## src/rtl/hazard_pkg.sv

```systemverilog
// hazard_pkg: shared constants, slot record and helpers for the pipeline hazard controller
package hazard_pkg;
  localparam logic [1:0] TUSE_D = 2'd0, TUSE_E = 2'd1, TUSE_M = 2'd2, TUSE_NONE = 2'd3;
  localparam logic [1:0] TNEW_0 = 2'd0, TNEW_ALU = 2'd1, TNEW_LOAD = 2'd2;
  localparam logic [1:0] FWD_RF = 2'd0, FWD_E = 2'd1, FWD_M = 2'd2, FWD_W = 2'd2;
  // the E-stage mux numbers its sources from M, so M is select 1 there
  localparam logic [1:0] FWD_E_M = 2'd1;
  localparam logic [1:0] MD_NONE = 2'd0, MD_MULT = 2'd1, MD_DIV = 2'd2;
  typedef struct packed {
    logic [4:0] a3;
    logic we;
    logic [1:0] tnew;
    logic [4:0] rs;
    logic [4:0] rt;
    logic [1:0] md;
  } slot_t;
  function automatic logic hit(slot_t s, logic [4:0] r);
    return s.we && s.a3 != 5'd0 && s.a3 == r;
  endfunction
  function automatic slot_t age(slot_t s);
    slot_t o;
    o = s;
    o.tnew = s.tnew == TNEW_0 ? TNEW_0 : s.tnew - 2'd1;
    return o;
  endfunction
endpackage

```

## src/rtl/md_busy_ctr.sv

```systemverilog
// md_busy_ctr: mult/div busy countdown, loaded as the start instruction leaves E
module md_busy_ctr import hazard_pkg::*; #(
  parameter int MULT_CYC = 5,
  parameter int DIV_CYC = 10
) (
  input  logic clk,
  input  logic reset,
  input  logic flush,
  input  logic [1:0] e_md_start,
  output logic md_busy
);
  localparam int W = $clog2((MULT_CYC > DIV_CYC ? MULT_CYC : DIV_CYC) + 1);
  logic [W-1:0] cnt;
  always_ff @(posedge clk)
    if (reset || flush) cnt <= '0;
    else if (e_md_start == MD_MULT) cnt <= W'(MULT_CYC);
    else if (e_md_start == MD_DIV) cnt <= W'(DIV_CYC);
    else if (cnt != '0) cnt <= cnt - 1'b1;
  assign md_busy = cnt != '0;
endmodule

```

## src/rtl/hazard_ctrl.sv

```systemverilog
// hazard_ctrl: stall/forward control for the 5-stage pipeline; HAZARD_PERF_EN adds a stall-cycle counter
module hazard_ctrl import hazard_pkg::*; #(
  parameter int MULT_CYC = 5,
  parameter int DIV_CYC = 10
) (
  input  logic clk,
  input  logic reset,
  input  logic flush,
  input  logic [4:0] d_rs,
  input  logic [4:0] d_rt,
  input  logic [1:0] d_tuse_rs,
  input  logic [1:0] d_tuse_rt,
  input  logic [4:0] d_a3,
  input  logic d_we,
  input  logic [1:0] d_tnew,
  input  logic d_md_use,
  input  logic [1:0] d_md_start,
  output logic stall,
  output logic [1:0] fwd_d_rs,
  output logic [1:0] fwd_d_rt,
  output logic [1:0] fwd_e_rs,
  output logic [1:0] fwd_e_rt,
  output logic fwd_m_rt,
  output logic md_busy,
  output logic [31:0] stall_cnt
);
  slot_t e, m;
  logic [4:0] w_a3;
  logic w_we;
  logic rs_haz, rt_haz, md_haz;
  md_busy_ctr #(.MULT_CYC(MULT_CYC), .DIV_CYC(DIV_CYC)) u_md (
    .clk(clk), .reset(reset), .flush(flush), .e_md_start(e.md), .md_busy(md_busy)
  );
  assign rs_haz = d_tuse_rs != TUSE_NONE &&
                  ((hit(e, d_rs) && d_tuse_rs < e.tnew) || (hit(m, d_rs) && d_tuse_rs < m.tnew));
  assign rt_haz = d_tuse_rt != TUSE_NONE &&
                  ((hit(e, d_rt) && d_tuse_rt < e.tnew) || (hit(m, d_rt) && d_tuse_rt < m.tnew));
  assign md_haz = d_md_use && (md_busy || e.md != MD_NONE);
  assign stall = rs_haz || rt_haz || md_haz;
  assign fwd_d_rs = hit(e, d_rs) && e.tnew == TNEW_0 ? FWD_E :
                    hit(m, d_rs) && m.tnew == TNEW_0 ? FWD_M : FWD_RF;
  assign fwd_d_rt = hit(e, d_rt) && e.tnew == TNEW_0 ? FWD_E :
                    hit(m, d_rt) && m.tnew == TNEW_0 ? FWD_M : FWD_RF;
  assign fwd_e_rs = hit(m, e.rs) && m.tnew == TNEW_0 ? FWD_E_M :
                    w_we && w_a3 != 5'd0 && w_a3 == e.rs ? FWD_W : FWD_RF;
  assign fwd_e_rt = hit(m, e.rt) && m.tnew == TNEW_0 ? FWD_E_M :
                    w_we && w_a3 != 5'd0 && w_a3 == e.rt ? FWD_W : FWD_RF;
  assign fwd_m_rt = w_we && w_a3 != 5'd0 && w_a3 == m.rt;
  // W only feeds forwarding, so it keeps just the destination
  always_ff @(posedge clk)
    if (reset) begin
      e <= '0;
      m <= '0;
      w_a3 <= '0;
      w_we <= 1'b0;
    end else begin
      w_a3 <= m.a3;
      w_we <= m.we;
      m <= flush ? '0 : age(e);
      e <= flush || stall ? '0 : slot_t'{a3: d_a3, we: d_we, tnew: d_tnew, rs: d_rs, rt: d_rt, md: d_md_start};
    end
`ifdef HAZARD_PERF_EN
  always_ff @(posedge clk)
    if (reset) stall_cnt <= '0;
    else if (stall) stall_cnt <= stall_cnt + 32'd1;
`else
  assign stall_cnt = '0;
`endif
endmodule

```

## config.mk

```make
export PLATFORM = sky130hd
export DESIGN_NAME = hazard_ctrl
export DESIGN_NICKNAME = d
export VERILOG_FILES = /design/src/rtl/hazard_pkg.sv /design/src/rtl/md_busy_ctr.sv /design/src/rtl/hazard_ctrl.sv
export SDC_FILE = /design/constraint.sdc
export NUM_CORES = 1
export LEC_CHECK = 0
export ABC_AREA = 0
export CAP_MARGIN = 10
export CELL_PAD_IN_SITES_DETAIL_PLACEMENT = 1
export CELL_PAD_IN_SITES_GLOBAL_PLACEMENT = 1
export CORE_MARGIN = 4
export CORE_UTILIZATION = 36
export DETAILED_ROUTE_END_ITERATION = 10
export PLACE_DENSITY = 0.9
export SYNTH_ARGS = -nofsm -noshare
export SYNTH_HDL_FRONTEND = slang
export SYNTH_SLANG_ARGS = --single-unit
export TNS_END_PERCENT = 50
```

## constraint.sdc

```tcl
create_clock -name clk -period 2.2 [get_ports clk]
set_input_delay 0.33 -clock clk [delete_from_list [all_inputs] [get_ports clk]]
set_output_delay 0.33 -clock clk [all_outputs]
set_load 0.1 [all_outputs]
```

==> results.txt <==
The flow ran to the end, but the final reports show violations. The checks that failed: setup timing. The number of levels in the clock H-tree came out at 2. Dividing the detail-routed via count by the number of cells gives 4.884.

The post-layout worst setup margin came out at -0.3958 ns. TritonCTS built the clock tree. In this run the power density over the cells is 632.9 nW/um2.

The critical-path maximum fanout came out at 2. The number of pins exceeding their max-slew limit in the final report is 0. The synthesis-to-layout area growth is 38.02%. The share of the Yosys chip area taken by registers is 0.3379. The count of buffers inserted at the top-level ports is 38. The share of Yosys cell area claimed by the top area cell type is 0.3379.

The number of nets at the end of the flow is 363. The number of distinct standard cells referenced by the synthesized netlist is 37. STA classifies the critical path endpoint as an output port. The endpoint identified for the worst register-to-register timing path is e[11]. The chip width is 92.12 um. The final core utilization came out at 0.5147. The setup-violating endpoint count in the final report came out at 5. The worst-case clock buffer depth came out at 2. After synthesis, the share of flip-flops with an asynchronous set or reset is 0. The first-pass iteration count of the detailed router came out at 4. The number of placement rows came out at 30. The area of the core region came out at 6832 um2.

The die covers 8486 um2. The startpoint class of the critical path is a flop. Each instance of the synthesized netlist takes up on average 9.230 um2. By instance count, the leading cell after synthesis is sky130_fd_sc_hd__dfxtp_1. The count of hold-fix buffers inserted at cts is 0.

The y dimension of the die came out at 92.12 um. The largest total area in the synthesized netlist belongs to sky130_fd_sc_hd__dfxtp_1. The cell total after placement came out at 415. The worst hold slack after final layout is 0.4732 ns. The pin count of the biggest net entering global routing is 32. The total power consumption of the routed design came out at 0.002225 W. The register-to-register path setup slack is 0.13 ns. The clock net sink count is 43. The netlist area before placement is 2547 um2. The leftover overflow at the end of global routing came out at 0. The number of buffers created by CTS is 5.

The worst voltage drop across the vdd grid is 378.4 uV. The hold-critical path depth is 4. The final number of hold-violating endpoints is 0. In the final layout, the share of cells above drive strength 1 is 0.3293. The arrival time of data at the critical path endpoint is 2.27 ns. The initial cell density of the core is 0.3729. The most used flip-flop cell after synthesis is sky130_fd_sc_hd__dfxtp_1. The end of the worst hold path is e[3]. The top achievable clock speed came out at 0.3852 GHz. The setup path with the least slack is of type reg2out. In this run the most critical hold path is launched from d_rt[1]. Setup repair after global routing could not meet its margin everywhere. The final critical delay including setup and external delays is 2.596 ns. The count of nets left with antenna violations after detail routing came out at 0. After detailed routing, the number of remaining DRC violations is 0.

After detailed routing, the total wire length is 7.635 mm. The commonest cells after synthesis are 43 x sky130_fd_sc_hd__dfxtp_1, 32 x sky130_fd_sc_hd__buf_4, 27 x sky130_fd_sc_hd__xor2_1, 25 x sky130_fd_sc_hd__nand2_1. The mean routed wirelength per cell is 18.01 um. Counting flops with a built-in enable in the synthesized netlist gives 0. The via count of the first global-routing pass came to 2252. The global-route wire length before repair came out at 11.63 mm. The number of cells on the worst reg-to-reg path came out at 8. Across every metal layer, demand over resource in global routing totals 0.1776. In this run the static leakage power is 1.420 nW. The worst hold path belongs to the class in2reg.

Ranked by total cell area, the synthesized netlist is headed by sky130_fd_sc_hd__dfxtp_1 34%, sky130_fd_sc_hd__nor4_2 9.8%, sky130_fd_sc_hd__buf_4 9.4%, sky130_fd_sc_hd__xor2_1 9.3%, sky130_fd_sc_hd__xnor2_1 6.9%. The clock slew seen by the registers of the worst setup and hold paths came out at 0.08 ns. The total half-perimeter wirelength after legalization and detailed placement came out at 5.488 mm. After technology mapping, the gate count stands at 276.

The required time at the worst-slack endpoint is 1.87 ns. The number of inserted diodes is 0. The number of warning messages in the yosys log is 0. The startpoint of the worst-slack reg-to-reg timing path is e[13]. The number of vias in the routed layout came out at 2071. The final non-filler cell total is 424. The max-cap violation count came out at 0. Clock skew on the completed layout was measured at 0.01237 ns.

Dividing the final minimum period by the clock period gives 1.180. The clock tree root driver cell is sky130_fd_sc_hd__clkbuf_8. The flip-flop and latch count after synthesis came out at 43. The clock reaches the later pin of the worst-skew pair after 0.31 ns. The initial antenna violation count came out at 0.

The congestion estimate from routability-driven global placement came to 0.7974. The number of top-level design ports is 71. In this run, the number of DRC markers left after iteration 0 of detailed routing was 65.
## registers in the layout, indices dropped and copies added (netlist names)
signal	flops
e	20
m	13
u_md.cnt	4
w_a3	5
w_we	1
## metrics by stage
step	area, um2	worst slack (ns)	setup TNS [ns]
detailed placement	3313	-0.4424	-5.953
finish	3516	-0.3958	-0.7723
global placement	3313	-0.3266	-2.319
CTS	3497	-0.3850	-0.7379
floorplan	2885	-0.4433	-1.490
global route	3516	-0.4632	-1.245
## timing repair
action,CTS,global route
pin swaps,7,4
buffers inserted,1,1
endpoints found under the setup margin,9,7
gates resized for setup,23,4
## layout by cell type (no fill, tap or decap), types with 2 or more instances in the layout
cell and count:
sky130_fd_sc_hd__nor4_4 5, sky130_fd_sc_hd__nand3_1 7, sky130_fd_sc_hd__clkbuf_8 5, sky130_fd_sc_hd__buf_4 22
sky130_fd_sc_hd__dfxtp_4 4, sky130_fd_sc_hd__clkdlybuf4s50_1 23, sky130_fd_sc_hd__xor2_1 27, sky130_fd_sc_hd__nor2_1 5
sky130_fd_sc_hd__a21oi_1 4, sky130_fd_sc_hd__nor3_4 3, sky130_fd_sc_hd__o22ai_1 2, sky130_fd_sc_hd__nor3_2 3
sky130_fd_sc_hd__nand4b_1 2, sky130_fd_sc_hd__nor2b_1 8, sky130_fd_sc_hd__ha_1 6, sky130_fd_sc_hd__xnor2_1 14
sky130_fd_sc_hd__buf_12 11, sky130_fd_sc_hd__nor2b_2 2, sky130_fd_sc_hd__and3_4 2, sky130_fd_sc_hd__inv_1 6
sky130_fd_sc_hd__and2_1 10, sky130_fd_sc_hd__xnor2_2 6, sky130_fd_sc_hd__conb_1 32, sky130_fd_sc_hd__o22a_1 2
sky130_fd_sc_hd__nor4_2 20, sky130_fd_sc_hd__dfxtp_2 7, sky130_fd_sc_hd__nor3_1 6, sky130_fd_sc_hd__nand2_1 24
sky130_fd_sc_hd__or4_4 4, sky130_fd_sc_hd__dfxtp_1 32, sky130_fd_sc_hd__dlygate4sd2_1 3
## routing by layer
metal / track usage / up-vias / wire [um]
li1: - / 970 / -
met1: 0.1876 / 1017 / 2947
met2: 0.3315 / 62 / 4113
met3: 0.03035 / 22 / 239
met4: 0.09653 / 0 / 335
met5: 0 / - / 0
## cell type report
cell class	count	area, um2
clock buffer	5	68.82
clock inverter	2	37.54
fill	766	3316
inverter	6	22.52
multi-input combinational	211	1717
sequential	43	884.6
tap	96	120.1
timing repair buffer	61	665.6
## worst max path at each step
stage                 start           to  slack, ns  depth (start not counted)
5_1_grt               e[13]        stall      -0.46                          8
3_3_place_gp   d_tuse_rt[1]        stall      -0.33                          8
6_report              e[16]        stall      -0.40                          6
4_1_cts               e[16]        stall      -0.39                          6
2_1_floorplan         e[16]  fwd_d_rs[1]      -0.44                          4
3_5_place_dp   d_tuse_rt[1]        stall      -0.44                          8
## report_power, final
group          switching [W]  internal [W]
clock network       0.000284      0.000332
logic               0.000533      0.000228
registers          0.0000391      0.000809
## worst max-delay path, cell delays in order (launching register included)
cell and delay, ns:
sky130_fd_sc_hd__dfxtp_2 0.32, sky130_fd_sc_hd__or4_4 0.55, sky130_fd_sc_hd__o21ai_4 0.18, sky130_fd_sc_hd__nor3_2 0.08, sky130_fd_sc_hd__a22o_4 0.26, sky130_fd_sc_hd__or3_4 0.39
sky130_fd_sc_hd__buf_12 0.18
## cells by family after synthesis
logic type | count (synthesis) | synth area share
and+or+nand+nor | 109 | 0.2849
buffers and inverters | 53 | 0.1321
xor gates and xnor gates | 47 | 0.1616
DFF | 43 | 0.3379
AOI/OAI and AO/OA | 15 | 0.04372
adders and majority gates | 8 | 0.03831
other | 1 | 0.001472
Power figures use the tool's default switching activity.
